===== src/rtl/register_arbiter_pkg.sv =====
// Shared definitions for the round-robin register arbiter: FSM encoding,
// requester count and the per-requester data slice helper.
`ifndef REGISTER_ARBITER_PKG_SV
`define REGISTER_ARBITER_PKG_SV

// Selects requester idx's w-bit field out of a packed data bus.
`define RA_DATA_SLICE(vec, idx, w) vec[(idx)*(w) +: (w)]

package register_arbiter_pkg;

    localparam int NREQ = 4;

    typedef enum logic [1:0] {
        IDLE = 2'd0,
        LOAD = 2'd1,
        ACK  = 2'd2
    } state_t;

    function automatic logic [NREQ-1:0] idx_to_onehot(input logic [1:0] idx);
        idx_to_onehot = '0;
        idx_to_onehot[idx] = 1'b1;
    endfunction

endpackage

`endif


===== src/rtl/register_arbiter_if.sv =====
// Requester-side bus of the register arbiter: requests, data, hold and the
// completion/status signals returned by the arbiter.
interface register_arbiter_if #(
    parameter int WIDTH     = 16,
    parameter int CNT_WIDTH = 8
);
    import register_arbiter_pkg::*;

    logic [NREQ-1:0]       req;
    logic [NREQ*WIDTH-1:0] data_in;
    logic                  hold;
    logic [NREQ-1:0]       ack;
    logic                  busy;
    logic [WIDTH-1:0]      q;
    logic [1:0]            owner;
    logic [CNT_WIDTH-1:0]  wr_count;

    modport master (
        output req, data_in, hold,
        input  ack, busy, q, owner, wr_count
    );

    modport slave (
        input  req, data_in, hold,
        output ack, busy, q, owner, wr_count
    );

endinterface


===== src/rtl/register_arbiter_reg.sv =====
// Plain loadable register with a synchronous active-high clear.
module register_arbiter_reg #(
    parameter int WIDTH = 16
) (
    input  logic             clk,
    input  logic             reset,
    input  logic             load,
    input  logic [WIDTH-1:0] d,
    output logic [WIDTH-1:0] q
);

    always_ff @(posedge clk) begin
        if (reset) begin
            q <= '0;
        end else if (load) begin
            q <= d;
        end
    end

endmodule


===== src/rtl/register_arbiter.sv =====
// Round-robin arbiter sharing one register among four requesters; each write
// takes IDLE (grant) -> LOAD (register write) -> ACK (completion pulse).
module register_arbiter
    import register_arbiter_pkg::*;
#(
    parameter int WIDTH     = 16,
    parameter int CNT_WIDTH = 8
) (
    input  logic               clk,
    input  logic               reset,
    register_arbiter_if.slave  bus
);

    state_t               state;
    state_t               next_state;
    logic                 grant;
    logic                 load;
    logic [1:0]           ptr;
    logic [1:0]           pick;
    logic [1:0]           winner;
    logic [WIDTH-1:0]     staged;
    logic [WIDTH-1:0]     q;
    logic [1:0]           owner;
    logic [CNT_WIDTH-1:0] wr_count;

    // First set request at or above ptr, wrapping 3 -> 0.
    function automatic logic [1:0] rr_pick(input logic [NREQ-1:0] r, input logic [1:0] p);
        logic       found;
        logic [1:0] idx;
        rr_pick = p;
        found   = 1'b0;
        for (int i = 0; i < NREQ; i++) begin
            idx = p + 2'(i);
            if (!found && r[idx]) begin
                rr_pick = idx;
                found   = 1'b1;
            end
        end
    endfunction

    assign pick = rr_pick(bus.req, ptr);

    always_ff @(posedge clk or negedge reset) begin
        if (!reset) begin
            state <= IDLE;
        end else begin
            state <= next_state;
        end
    end

    always_comb begin
        next_state = state;
        grant      = 1'b0;
        case (state)
            IDLE: begin
                if (!bus.hold && (bus.req != '0)) begin
                    grant      = 1'b1;
                    next_state = LOAD;
                end
            end
            LOAD:    next_state = ACK;
            ACK:     next_state = IDLE;
            default: next_state = IDLE;
        endcase
    end

    assign load = (state == LOAD);

    // Grant stage: capture winner and its data so later input changes are ignored.
    always_ff @(posedge clk or negedge reset) begin
        if (!reset) begin
            winner <= '0;
            staged <= '0;
        end else if (grant) begin
            winner <= pick;
            staged <= `RA_DATA_SLICE(bus.data_in, pick, WIDTH);
        end
    end

    // Write stage: bookkeeping that accompanies the register load.
    always_ff @(posedge clk or negedge reset) begin
        if (!reset) begin
            ptr      <= '0;
            owner    <= '0;
            wr_count <= '0;
        end else if (load) begin
            owner <= winner;
            ptr   <= winner + 2'd1;
            if (wr_count != {CNT_WIDTH{1'b1}}) begin
                wr_count <= wr_count + CNT_WIDTH'(1);
            end
        end
    end

    register_arbiter_reg #(
        .WIDTH(WIDTH)
    ) u_reg (
        .clk   (clk),
        .reset (~reset),
        .load  (load),
        .d     (staged),
        .q     (q)
    );

    assign bus.ack      = (state == ACK) ? idx_to_onehot(winner) : '0;
    assign bus.busy     = (state != IDLE);
    assign bus.q        = q;
    assign bus.owner    = owner;
    assign bus.wr_count = wr_count;

endmodule


===== src/flat_wrapper.sv =====
// flat-port wrapper written by rule: the top's interface ports become plain ports
module register_arbiter_flat import register_arbiter_pkg::*;
#(
    parameter int WIDTH     = 16,
    parameter int CNT_WIDTH = 8
)
  (clk, reset, bus_req, bus_data_in, bus_hold, bus_ack, bus_busy, bus_q, bus_owner, bus_wr_count);
  register_arbiter_if #(.WIDTH(WIDTH), .CNT_WIDTH(CNT_WIDTH)) bus_i ();
  input  logic clk;
  input  logic reset;
  input wire logic [$bits(bus_i.req)-1:0] bus_req;
  input wire logic [$bits(bus_i.data_in)-1:0] bus_data_in;
  input wire logic [$bits(bus_i.hold)-1:0] bus_hold;
  output wire logic [$bits(bus_i.ack)-1:0] bus_ack;
  output wire logic [$bits(bus_i.busy)-1:0] bus_busy;
  output wire logic [$bits(bus_i.q)-1:0] bus_q;
  output wire logic [$bits(bus_i.owner)-1:0] bus_owner;
  output wire logic [$bits(bus_i.wr_count)-1:0] bus_wr_count;
  assign bus_i.req = bus_req;
  assign bus_i.data_in = bus_data_in;
  assign bus_i.hold = bus_hold;
  assign bus_ack = bus_i.ack;
  assign bus_busy = bus_i.busy;
  assign bus_q = bus_i.q;
  assign bus_owner = bus_i.owner;
  assign bus_wr_count = bus_i.wr_count;
  register_arbiter #(.WIDTH(WIDTH), .CNT_WIDTH(CNT_WIDTH)) u_core (.clk(clk), .reset(reset), .bus(bus_i));
endmodule

===== config.mk =====
export PLATFORM = sky130hd
export DESIGN_NAME = register_arbiter_flat
export DESIGN_NICKNAME = d
export VERILOG_FILES = /design/src/rtl/register_arbiter_pkg.sv /design/src/rtl/register_arbiter_if.sv /design/src/rtl/register_arbiter_reg.sv /design/src/rtl/register_arbiter.sv /design/src/flat_wrapper.sv
export SDC_FILE = /design/constraint.sdc
export NUM_CORES = 1
export LEC_CHECK = 0
export BUFFER_PORTS_ARGS = -buffer_cell sky130_fd_sc_hd__buf_2
export CORE_MARGIN = 2
export CORE_UTILIZATION = 30
export DETAILED_ROUTE_END_ITERATION = 10
export SYNTH_ARGS = -nofsm -noshare
export SYNTH_HDL_FRONTEND = slang
export SYNTH_HIERARCHICAL = 1
export SYNTH_SLANG_ARGS = --single-unit

===== constraint.sdc =====
create_clock -name clk -period 2.5 [get_ports clk]
set_input_delay 0.125 -clock clk [delete_from_list [all_inputs] [get_ports clk]]
set_output_delay 0.125 -clock clk [all_outputs]
set_load 0.05 [all_outputs]

# == Word level (Yosys, flattened, before mapping) ==
# Cells that the tools add are included.
# word_totals
register_bits,48
in_bits,71
out_inout_bits,31
word_cells,57
# classes
addsub,5
n_lt_le_gt_ge,6
n_eq_ne,4
n_shift,1
mux,21
reduce_logical,13
# op_table
op,count
$shiftx 64x7->16,1
$lt 2x3->1 const B,5
$mux 1,10
$add 8x1->8 const B,1
$bmux 1 s2,4
$mux 2,4
$ne 8x8->1 const B,1
$logic_and 1x1->1,5
$add 2x1->2 const B,2
$add 2x2->2 const B,2
$logic_not 1->1,4
$mux 4,1
$pmux 2 s2,1
$reduce_bool 4->1,1
$demux 1 s2,1
$eq 2x1->1 const B,1
$eq 2x2->1 const B,1
$ge 2x1->1 const B,1
$logic_not 2->1,1
$ne 2x1->1 const B,1
$reduce_and 2->1,1
$reduce_bool 2->1,1

# == Longest topological paths before layout ==
# depth
word_depth,13
depth_mapped,7
ltp_nobuf,5

# == Modules after synthesis ==
# The synthesis kept the hierarchy.
# by_module_without_submodules
mod,n_inst,cells_per_inst,area_each_um2,seq_area_each_um2
register_arbiter,1,167,1824.2,800.8
register_arbiter_reg,1,52,580.6,320.3

# == Worst setup path after synthesis ==
# OpenSTA, ideal clock, no wires.
# synth_timing
kind,register -> register
startpoint,register u_core.state[1]
endpoint,register u_core.staged[10]
setup_time_ns,0.090
arrival_ns,1.814
required_time_ns,2.410
path_slack_ns,0.595
path_stages_with_launch,7
n_path_buf,2
synth_period_minus_slack_ns,1.905
cell_sequence,dfrtp_1 > or2_1 > a211o_1 > or2_1 > clkbuf_1 > buf_2 > o221ai_1
# synth_via
elab_chain_cells,2
# synth_rtl
item,line_no,text
from (decl),register_arbiter.sv:14,state_t state;
from (signal assigned),register_arbiter.sv:47,state <= next_state;
$logic_not 2->1,register_arbiter.sv:54,case (state)
$mux 1,register_arbiter.sv:54,
to (signal assigned),register_arbiter.sv:76,"staged <= `RA_DATA_SLICE(bus.data_in, pick, WIDTH);"
to (decl),register_arbiter.sv:21,logic [WIDTH-1:0] staged;
# No other way between the ends.
# A chain may end at the register's enable or synchronous reset.

# == Final worst setup path ==
# layout_timing
startpoint,register u_core.state[1]
endpoint,register u_core.staged[11]
# Same word-level chain as after synthesis.

==> flow_metrics.env <==
export IMPL_drt_initial_drc_count=96
export IMPL_core_um2=7730
export IMPL_synth_top_area_share_pct=33.3
export IMPL_slew_violations=0
export IMPL_finalClockSkew_ns=0.00573
export IMPL_drt_total_wl_mm=5.76
export IMPL_setup_violations=0
export IMPL_leakage_nw=1.59
export IMPL_synth_cell_types=28
export IMPL_ios=102
export IMPL_syn_area_per_cell_um2=11.0
export IMPL_cts_tree="yes"
export IMPL_ant_nets=0
export IMPL_cts_buffers=5
export IMPL_ys_seq_elements=48
export IMPL_syn_to_final_growth_pct=29.0
export IMPL_start_util_pct=31.1
export IMPL_rsz0062_at_grt="no"
export IMPL_post_cts_buffers=0
export IMPL_required_ns=2.69
export IMPL_grt_pass1_wl_mm=9.09
export IMPL_status="finished clean"
export IMPL_worstSetupPathType="reg2reg"
export IMPL_cp_max_fo=16
export IMPL_slew_headroom_pct=54.1
export IMPL_track_usage_pct=13.1
export IMPL_synth_ff_type="dfrtp_1"
export IMPL_maxCapViolCount=0
export IMPL_clk_pin_slew_worst_paths_ns=0.09
export IMPL_clock_fmax_mhz=500
export IMPL_start_kind="register"
export IMPL_seq_area_um2=1120
export IMPL_drive_gt1_share_pct=37.2
export IMPL_vias=1934
export IMPL_viasPerCell=4.58
export IMPL_crit_arrival_ns=2.19
export IMPL_yosysTopAreaCell="dfrtp_1"
export IMPL_synthArstFlopShare_pct=66.7
export IMPL_drc=0
export IMPL_multi_input_area_um2=1160
export IMPL_placement_rows=32
export IMPL_min_path_type="in2reg"
export IMPL_critPathCaptureType="register"
export IMPL_grt_pass1_vias=1860
export IMPL_ir_drop_v=0.000587
export IMPL_dieWidth_um=93.5
export IMPL_first_pass_iters=4
export IMPL_cts_resized=0
export IMPL_antenna_found_initial=0
export IMPL_io_buffers=101
export IMPL_fin_area_um2=3100
export IMPL_synth_area_um2=2400
export IMPL_fillers=798
export IMPL_ys_warn_count=6
export IMPL_root_buffer="clkbuf_8"
export IMPL_diodes=0
export IMPL_hold_viol_final=0
export IMPL_grt_max_degree=34
export IMPL_reg2reg_setup_slack_ns=0.50
export IMPL_use_met2_pct=20.3
export IMPL_grt_ovfl_total=0
export IMPL_synth_seq_area_share_pct=46.6
export IMPL_tightest_slew_ns=0.689
export IMPL_synth_cells=219
export IMPL_syn_nets=295
export IMPL_clkLatencyLatePin_ns=0.29
export IMPL_gp_congestion=0.747
export IMPL_ys_top_cells_by_area="dfrtp_1 33%, mux2i_1 20%, dfxtp_1 13%"
export IMPL_hpwl_mm=4.22
export IMPL_htreeDepth=2
export IMPL_grt_busiest_layer="met2"
export IMPL_final_setup_tns_ns=0
export IMPL_nNetsFinal=395
export IMPL_clk_path_buf_depth=2
export IMPL_p_per_area_nw_per_um2=1010
export IMPL_post_route_period_util_pct=80.0
export IMPL_period_needed_ns=2.00
export IMPL_design_die_area_um2=8750
export IMPL_p_total_mw=3.13
export IMPL_synth_edf_count=0
export IMPL_postLayoutCoreUtil_pct=40.1
export IMPL_place_area_um2=2980
export IMPL_grt_use_met1_pct=18.5
export IMPL_die_h_um=93.5
export IMPL_routedWlPerCell_um=13.7
export IMPL_cts_num_sinks=48
export IMPL_met3_usage_pct=3.63
==> worst paths after layout <==
| check | start | to | depth (start not counted) |
|---|---|---|---|
| worst max register to register | u_core/state[1]$_DFFE_PN0P_ | u_core/staged[11]$_DFFE_PN0P_ | 5 |
| min in group asynchronous | reset | u_core/bus.wr_count[0]$_DFFE_PN0P_ | 3 |
| worst min-delay path | bus_data_in[47] | u_core/staged[15]$_DFFE_PN0P_ | 3 |
| max in group asynchronous | reset | u_core/staged[6]$_DFFE_PN0P_ | 3 |
| worst min register to register | u_core/state[1]$_DFFE_PN0P_ | u_core/state[1]$_DFFE_PN0P_ | 1 |
| worst max-delay path | u_core/state[1]$_DFFE_PN0P_ | u_core/staged[11]$_DFFE_PN0P_ | 5 |
==> per-layer routing <==
| metal | vias up | part of all wire (%) |
|---|---|---|
| li1 | 972 | - |
| met1 | 873 | 48 |
| met2 | 87 | 43 |
| met3 | 2 | 8.8 |
| met4 | 0 | 0.40 |
| met5 | - | 0 |
==> through the flow <==
stage	setup slack (ns)	hold WS [ns]	cells
6_report	0.499	0.152	422
4_1_cts	0.490	0.147	422
2_1_floorplan	0.595	-0.171	219
3_3_place_gp	0.624	0.191	413
5_1_grt	0.318	0.154	422
3_5_place_dp	0.517	0.195	413
==> kinds of logic (layout without fill, tap and decap cells) <==
group	Yosys count	in the layout	share of synthesized area (%)
xor gates and xnor gates	7	7	2.55
AOI/OAI and AO/OA	27	27	9.94
and+or+nand+nor	61	61	11.4
DFF	48	48	46.6
adders and majority gates	5	5	2.60
muxes	52	52	21.9
buffers and inverters	19	120	5.05
==> repair_timing <==
action,CTS,global route
endpoints found under the setup margin,0,0
endpoints found under the hold margin,32,0
hold buffers,1,0
==> synth_stat cells, types with 4 or more instances <==
cell	count
and2_1	4
buf_6	4
clkbuf_1	4
dfrtp_1	32
dfxtp_1	16
ha_1	5
inv_1	6
mux2_2	4
mux2i_1	48
nand2_1	21
nor2_1	22
nor2b_1	6
o221ai_1	16
xnor2_1	6
==> where the power goes <==
group	internal [mW]	switching, mW
sequential	1.03	0.190
clock	0.297	0.246
combinational	0.515	0.854
==> layout by cell type, fill, tap and decap left out, drive strengths merged <==
cell / Yosys / layout
a211o: 2 / 2
mux2i: 48 / 48
buf: 9 / 105
nor2b: 6 / 6
xnor2: 6 / 6
clkbuf: 4 / 6
and3: 3 / 3
a22o: 1 / 1
or2: 2 / 2
nand2: 21 / 21
and2: 4 / 4
o221ai: 16 / 16
a21oi: 2 / 2
o211ai: 1 / 1
dfrtp: 32 / 32
ha: 5 / 5
dlygate4sd3: 0 / 1
xor2: 1 / 1
nand4: 3 / 3
inv: 6 / 6
a31oi: 1 / 1
bufinv: 0 / 1
o32ai: 1 / 1
nor2: 22 / 22
clkinv: 0 / 1
dfxtp: 16 / 16
o21ai: 3 / 3
mux2: 4 / 4
==> state kept, by name, summed over array words and instances, names as in the netlist <==
register,flops
u_core/bus.owner,2
u_core/ptr,2
u_core/bus.wr_count,8
u_core/staged,16
u_core/u_reg/q,16
u_core/state,2
u_core/winner,2
==> worst max-delay path, stage by stage, from the launching register on <==
cell      delay [ns]
dfrtp_1         0.41
or2_1           0.24
a211o_1         0.38
inv_1           0.14
nand2_1         0.39
o221ai_1        0.34
==> layout make-up <==
| type | instances | area share [%] |
|---|---|---|
| Clock buffer | 6 | 2.34 |
| Clock inverter | 2 | 1.13 |
| Inverter | 6 | 0.726 |
| Multi-Input combinational cell | 152 | 37.6 |
| Sequential cell | 48 | 36.1 |
| Tap cell | 102 | 4.11 |
| Timing Repair Buffer | 106 | 18.0 |
No activity file was read; power rests on OpenSTA's default activity.
